<file path="config.mk">
export PLATFORM = sky130hd
export DESIGN_NAME = usb_rx_bit_unstuffer
export DESIGN_NICKNAME = d
export VERILOG_FILES = /design/src/rtl/usb_rx_bit_unstuffer.sv
export SDC_FILE = /design/constraint.sdc
export NUM_CORES = 1
export LEC_CHECK = 0
export ABC_CLOCK_PERIOD_IN_PS = 1200
export CORE_AREA = 5 5 42 44
export CTS_BUF_LIST = sky130_fd_sc_hd__clkbuf_4
export DETAILED_ROUTE_END_ITERATION = 8
export DIE_AREA = 0 0 47 49
export PLACE_DENSITY = 0.7
export SYNTH_ARGS = -nofsm -noshare
export SYNTH_HDL_FRONTEND = slang
export SYNTH_SLANG_ARGS = --single-unit
</file>
<file path="constraint.sdc">
create_clock -name clk -period 1.2 [get_ports clk]
set_input_delay 0.24 -clock clk [delete_from_list [all_inputs] [get_ports clk]]
set_output_delay 0.24 -clock clk [all_outputs]
set_load 0.01 [all_outputs]
</file>
<file path="src/rtl/usb_rx_bit_unstuffer.sv">
// USB receive NRZI decoder and bit unstuffer: one decoded bit per shift_enable strobe.
// Optional saturating stuff-error counter enabled by defining USB_RX_STUFF_ERR_CNT_EN.
module usb_rx_bit_unstuffer #(
    parameter int unsigned MAX_ONES = 6
) (
    input  logic       clk,
    input  logic       n_rst,
    input  logic       d_line,
    input  logic       shift_enable,
    input  logic       rcving,
    output logic       d_out,
    output logic       bit_valid,
    output logic       stuffing,
    output logic       stuff_err
`ifdef USB_RX_STUFF_ERR_CNT_EN
    ,
    output logic [7:0] err_count
`endif
);

    localparam logic [3:0] MAX_CNT = 4'(MAX_ONES);

    typedef enum logic [1:0] {IDLE, RECV, STUFF, ERR} state_t;

    state_t     state_q, state_d, state_eff;
    logic       prev_line_q, prev_line_d;
    logic [3:0] ones_cnt_q, ones_cnt_d, ones_inc;
    logic       d_out_q, d_out_d;
    logic       bit_valid_q, bit_valid_d;
    logic       stuffing_q, stuffing_d;
    logic       stuff_err_q, stuff_err_d;
    logic       dec;

    always_comb begin
        dec         = ~(d_line ^ prev_line_q);
        ones_inc    = ones_cnt_q + 4'd1;
        // A strobe arriving with rcving's rising edge is handled as RECV.
        state_eff   = (state_q == IDLE) ? RECV : state_q;
        state_d     = state_q;
        prev_line_d = prev_line_q;
        ones_cnt_d  = ones_cnt_q;
        d_out_d     = d_out_q;
        bit_valid_d = 1'b0;
        stuffing_d  = 1'b0;
        stuff_err_d = 1'b0;

        if (shift_enable)
            prev_line_d = d_line;

        if (!rcving) begin
            // EOP or idle: a truncated run never raises an error.
            state_d    = IDLE;
            ones_cnt_d = '0;
        end else begin
            state_d = state_eff;
            if (shift_enable) begin
                case (state_eff)
                    RECV: begin
                        bit_valid_d = 1'b1;
                        d_out_d     = dec;
                        if (dec) begin
                            ones_cnt_d = ones_inc;
                            if (ones_inc == MAX_CNT)
                                state_d = STUFF;
                        end else begin
                            ones_cnt_d = '0;
                        end
                    end
                    STUFF: begin
                        ones_cnt_d = '0;
                        if (!dec) begin
                            stuffing_d = 1'b1;
                            state_d    = RECV;
                        end else begin
                            stuff_err_d = 1'b1;
                            state_d     = ERR;
                        end
                    end
                    default: ;
                endcase
            end
        end
    end

    always_ff @(posedge clk or negedge n_rst) begin
        if (!n_rst) begin
            state_q     <= IDLE;
            prev_line_q <= 1'b1;
            ones_cnt_q  <= '0;
            d_out_q     <= 1'b0;
            bit_valid_q <= 1'b0;
            stuffing_q  <= 1'b0;
            stuff_err_q <= 1'b0;
        end else begin
            state_q     <= state_d;
            prev_line_q <= prev_line_d;
            ones_cnt_q  <= ones_cnt_d;
            d_out_q     <= d_out_d;
            bit_valid_q <= bit_valid_d;
            stuffing_q  <= stuffing_d;
            stuff_err_q <= stuff_err_d;
        end
    end

    assign d_out     = d_out_q;
    assign bit_valid = bit_valid_q;
    assign stuffing  = stuffing_q;
    assign stuff_err = stuff_err_q;

`ifdef USB_RX_STUFF_ERR_CNT_EN
    logic [7:0] err_cnt_q, err_cnt_d;

    // Counts alongside the registered pulse so both become visible together.
    always_comb begin
        err_cnt_d = err_cnt_q;
        if (stuff_err_d && (err_cnt_q != 8'hFF))
            err_cnt_d = err_cnt_q + 8'd1;
    end

    always_ff @(posedge clk or negedge n_rst) begin
        if (!n_rst)
            err_cnt_q <= '0;
        else
            err_cnt_q <= err_cnt_d;
    end

    assign err_count = err_cnt_q;
`endif

endmodule

</file>
# Word level (Yosys, flattened, before mapping)
# Index checks and enable logic that the tools add are counted.
word_totals:
  regBits: 11
  latch_bits: 0
  mem_bits_rw: 0
  romBits: 0
  memories: 0
classes:
  add_sub_neg: 1
  multipliers: 0
  div_mod_pow: 0
  magnitude_cmp: 0
  eq_ne: 5
  shift: 0
  n_mux: 22
  n_bitwise: 2
  reduce_logical: 3
ops:
  columns: ["op", "count"]
  rows:
  - ["2-bit 2-to-1 mux", 6]
  - ["4-bit 2-to-1 mux", 3]
  - ["1-bit 2-to-1 mux", 11]
  - ["4-bit case mux with 2 select lines", 1]
  - ["4-bit by 1-bit adder with 4-bit output (second input constant)", 1]
  - ["4-bit by 3-bit == test with 1-bit output (second input constant)", 1]
  - ["2-bit case mux with 2 select lines", 1]
  - ["3-bit by 1-bit inequality test with 1-bit output (second input constant)", 1]
  - ["3-bit AND reduction", 1]
  - ["2-bit by 1-bit == test with 1-bit output (second input constant)", 1]
  - ["2-bit == test (second input constant)", 1]
  - ["2-bit zero test", 1]
  - ["2-bit inequality test (second input constant)", 1]
  - ["2-bit AND reduction", 1]
  - ["1-bit NOT", 1]
  - ["1-bit bitwise XOR", 1]

# Depth between registers and ports, before layout
depth:
  ltp_word: 7
  ltp_mapped: 5

# Least setup slack after synthesis
# Ideal clock, no wire load.
synth_timing:
  path_type: "register -> register"
  startpoint: "register ones_cnt_q[0]"
  endpoint: "register state_q[1]"
  setup_time_ns: 0.066
  arrival_time_ns: 1.091
  required_ns: 1.134
  setup_slack_ns: 0.043
  path_stages_with_launch: 5
  path_buffers: 0
  synth_period_minus_slack_ns: 1.157
  path_cell_list: "dfrtp_1 -> ha_1 -> nand2b_1 -> a21oi_1 -> a41o_1"
synth_via:
  elab_chain_len: 7
synth_rtl:
  columns: ["item", "line_no", "text"]
  rows:
  - ["start: declaration", "27", "logic [3:0] ones_cnt_q, ones_cnt_d, ones_inc;"]
  - ["start signal: assignment", "97", "ones_cnt_q <= ones_cnt_d;"]
  - ["4-bit by 1-bit adder with 4-bit output", "36", "ones_inc = ones_cnt_q + 4'd1;"]
  - ["4-bit by 3-bit == test with 1-bit output", "63", "if (ones_inc == MAX_CNT)"]
  - ["2-bit 2-to-1 mux", "63", null]
  - ["2-bit 2-to-1 mux", "61", "if (dec) begin"]
  - ["2-bit case mux with 2 select lines", "57", "case (state_eff)"]
  - ["2-bit 2-to-1 mux", "56", "if (shift_enable) begin"]
  - ["2-bit 2-to-1 mux", "50", "if (!rcving) begin"]
  - ["via state_d[1]", "25", "state_t state_q, state_d, state_eff;"]
  - ["end signal: assignment", "95", "state_q <= state_d;"]
  - ["end: declaration", "25", null]
# The timed path passes the listed nets, and every way through them passes these cells.
# A chain may end at the register's enable or synchronous reset.

# Final worst setup path
layout_timing:
  startpoint: "register prev_line_q"
  endpoint: "register state_q[1]"
layout_via:
  elab_chain_len: 5
layout_rtl:
  columns: ["item", "line_no", "text"]
  rows:
  - ["start: declaration", "26", "logic prev_line_q, prev_line_d;"]
  - ["start signal: assignment", "96", "prev_line_q <= prev_line_d;"]
  - ["1-bit bitwise XOR (*)", "35", "dec = ~(d_line ^ prev_line_q);"]
  - ["2-bit 2-to-1 mux, on equally long branches", "71, 61", null]
  - ["2-bit case mux with 2 select lines (*)", "57", null]
  - ["2-bit 2-to-1 mux (*)", "56", null]
  - ["2-bit 2-to-1 mux (*)", "50", null]
  - ["via state_d[1]", "25", null]
# Mark *: on every way through the listed nets, which the timed path passes. The rest lies on a longest branch.

==> impl_metrics.yaml <==
job:
  maxCapViolations: 0
logic_synthesis:
  top_post_synthesis_cells_by_area: "dfrtp_1, dfstp_2, ha_1"
  synthFlopType: "dfrtp_1"
  warning_count_from_the_yosys_run: 0
  post_syn_area_per_cell_um2: 11.34
  async_s_r_ff_share_synth: 1.000
  post_synth_instance_area_um2: 521.8
  syn-num-nets: 53
  post_synth_inst_count: 46
  synth_top_area_share: 0.4796
  synth-seq-cells: 11
  synth-seq-area-share: 0.5300
  yosys.cell_types.count: 26
  synth-edff-count: 0
  synthDominantAreaCellType: "dfrtp_1"
critical_path:
  endpoint: "state_q[1]"
  biggest_fanout_along_the_worst_timing_path: 5
  setup.worst_path.start_class: "register"
  critical_path.reg2reg.endpoint: "state_q[1]"
  reg2regPathDepth: 3
  critPathRequiredTime_ns: 1.36
  arrival_ns: 1.41
  ff2ff_setup_slack_ns: -0.05
  criticalPathCategory: "reg -> reg"
  setup.worst_path.end_class: "register"
  worstSetupStartpoint: "prev_line_q"
  worst_r2r_startpoint: "prev_line_q"
timing:
  whs_ns: 0.2514
  setup_viol: 2
  maxSlewViolCount: 0
  finalWorstSetupSlack_ns: -0.05018
  max_slew.worst_pin.slew_ns: 0.2659
  tcrit_tclk_final: 1.042
  finalCriticalPeriod_ns: 1.250
  rsz0062_at_grt: "true"
  hold_violations: 0
  max_clock_freq_ghz: 0.7999
  timing.slew.headroom: 0.8214
  fin_skew_ns: 0.002669
floorplanning:
  start_util: 0.3723
  die_area_um2: 2303
  num_io_pins: 9
  die_height_um: 49
  placement_rows: 14
  design.core.area_um2: 1401
  fp.dieW_um: 47
global_route:
  grt_antenna_before_repair: 0
  grt_usage: 0.1240
  globalRouteOverflowTotal: 0
  first_global_vias: 498
  grt_start_max_net_pins: 12
  grt_pass1_wl_um: 2056
clock_tree:
  ctsLongestPathBuffers: 2
  ctsRootBufferMaster: "clkbuf_4"
  clk-insertion-delay-late_ns: 0.27
  cts-htree-levels: 1
  clock_sink_count: 11
  cts_hold_repair.buffers: 0
  cts.clk_slew.worst_paths_ns: 0.07
  cts_buffers: 3
  tritoncts_clock_tree: "done"
final_layout:
  fill_cells: 132
  most_common_cell_after_layout_fill_and_taps_aside: "buf_4"
  syn2layout_area_growth_pct: 45.56
  design.final.nets: 78
  final-seq-area_um2: 276.5
  area_of_the_multi_input_gates_um2: 259.0
  postLayoutCellArea_um2: 759.5
  insertedDiodeCount: 0
  layout_common_cells: "buf_4, dfrtp_1, nand2_1, dlygate4sd2_1"
  post_route_cells_drive_above_1_share: 0.3286
detailed_routing:
  totalWireLength_um: 1123
  first_pass_iters: 4
  post_drt_wl_per_cell_um: 13.06
  routed_via_density: 5.116
  antenna_violating_nets_left: 0
  route.vias.total: 440
  drt_drc_violations_left: 0
  detail_route.iter0.violations: 4
hold_path:
  hold_class: "in -> async"
power_and_ir_drop:
  power_switching_share: 0.2638
  vdd_drop_max_mv: 0.5924
  seq_power_share: 0.504
  power.clock.fraction: 0.320
  p_leak_nw: 0.3783
  comb_power_share: 0.176
  power.net_switching_uw: 212.3
  p_int_uw: 592.4
  power_density_nw_per_um2: 1060
placed_design:
  hpwlAfterDp_um: 821.5
  postPlaceCellArea_um2: 689.4
  buffer_ports.inserted: 8
  place_congestion: 0.7655
run_status:
  run_status: "finished with violations"
  failed_checks: "negative setup slack"
## cell type report
class,count,share of cell area
flip-flops and latches,11,0.3641
multi-input cells,32,0.3410
repair buffers,20,0.2175
clock buffers,3,0.02965
well taps,16,0.02636
inverters,3,0.01483
clock inverters,1,0.006590
## flip-flops by register name, indices dropped and copies added (netlist names)
signal       cells
d_out            1
stuffing         1
ones_cnt_q       4
state_q          2
stuff_err        1
prev_line_q      1
bit_valid        1
## Yosys cell counts, types with 2 or more instances
cell type	n
a21o_1	2
nor2_1	2
nand2b_1	2
o2bb2ai_1	2
nand2_1	4
ha_1	2
a31oi_1	2
dfrtp_1	10
inv_1	3
## per-stage QoR
stage	total power, mW	instances	util	setup TNS [ns]	setup WS, ns
6_report	0.8047	86	0.5420	-0.05640	-0.05018
5_1_grt	0.8587	86	0.5420	-0.3960	-0.1077
4_1_cts	0.8030	84	0.5304	-0.02997	-0.02314
3_5_place_dp	0.5365	79	0.4920	-2.026	-0.3313
3_3_place_gp	0.5341	79	0.4920	-1.864	-0.3225
2_1_floorplan	0.4557	46	-	0	0.04314
## what timing repair did
item	in CTS	in global routing
endpoints found under the setup margin	7	8
endpoints found under the hold margin	0	0
pin swaps	1	1
setup buffers	1	2
gates resized for setup	9	1
## power by group through the flow
stage / clock network [mW] / registers [mW] / logic, mW
floorplan: 0 / 0.414 / 0.0414
global placement: 0 / 0.409 / 0.125
detailed placement: 0 / 0.411 / 0.126
CTS: 0.265 / 0.406 / 0.132
global route: 0.292 / 0.408 / 0.159
finish: 0.258 / 0.406 / 0.141
## worst min path at each step
| stage | start | endpoint | slack (ns) | cells past startpoint |
|---|---|---|---|---|
| global route | n_rst | ones_cnt_q[0] | 0.25 | 2 |
| global placement | d_out | d_out | 0.47 | 2 |
| floorplan | n_rst | bit_valid | -0.06 | 0 |
| finish | n_rst | ones_cnt_q[0] | 0.25 | 2 |
| detailed placement | d_out | d_out | 0.48 | 2 |
| CTS | n_rst | ones_cnt_q[0] | 0.26 | 2 |
## kinds of logic (layout without fill, tap and decap cells)
group,after synthesis,count (layout),share of synthesized area
XOR/XNOR,3,3,0.06476
flip-flops,11,11,0.5300
AND/OR/NAND/NOR,15,15,0.1607
adder cells (fa/ha/maj),2,2,0.04795
buffers and inverters,3,27,0.02158
multiplexers,1,1,0.02158
AO/OA/AOI/OAI,11,11,0.1535
## routing by layer
layer,global-route usage,vias up,share of wire
met4,0.06912,0,0.024
met3,0.03321,4,0.061
met5,0,-,0
li1,-,210,-
met1,0.1484,211,0.42
met2,0.1923,15,0.49
## critical path, cell delays in order (launching register included)
cell     delay (ns)
dfstp_2        0.59
xor2_4         0.21
a31oi_1        0.12
a41o_1         0.23
(Power assumes the default switching activity.)
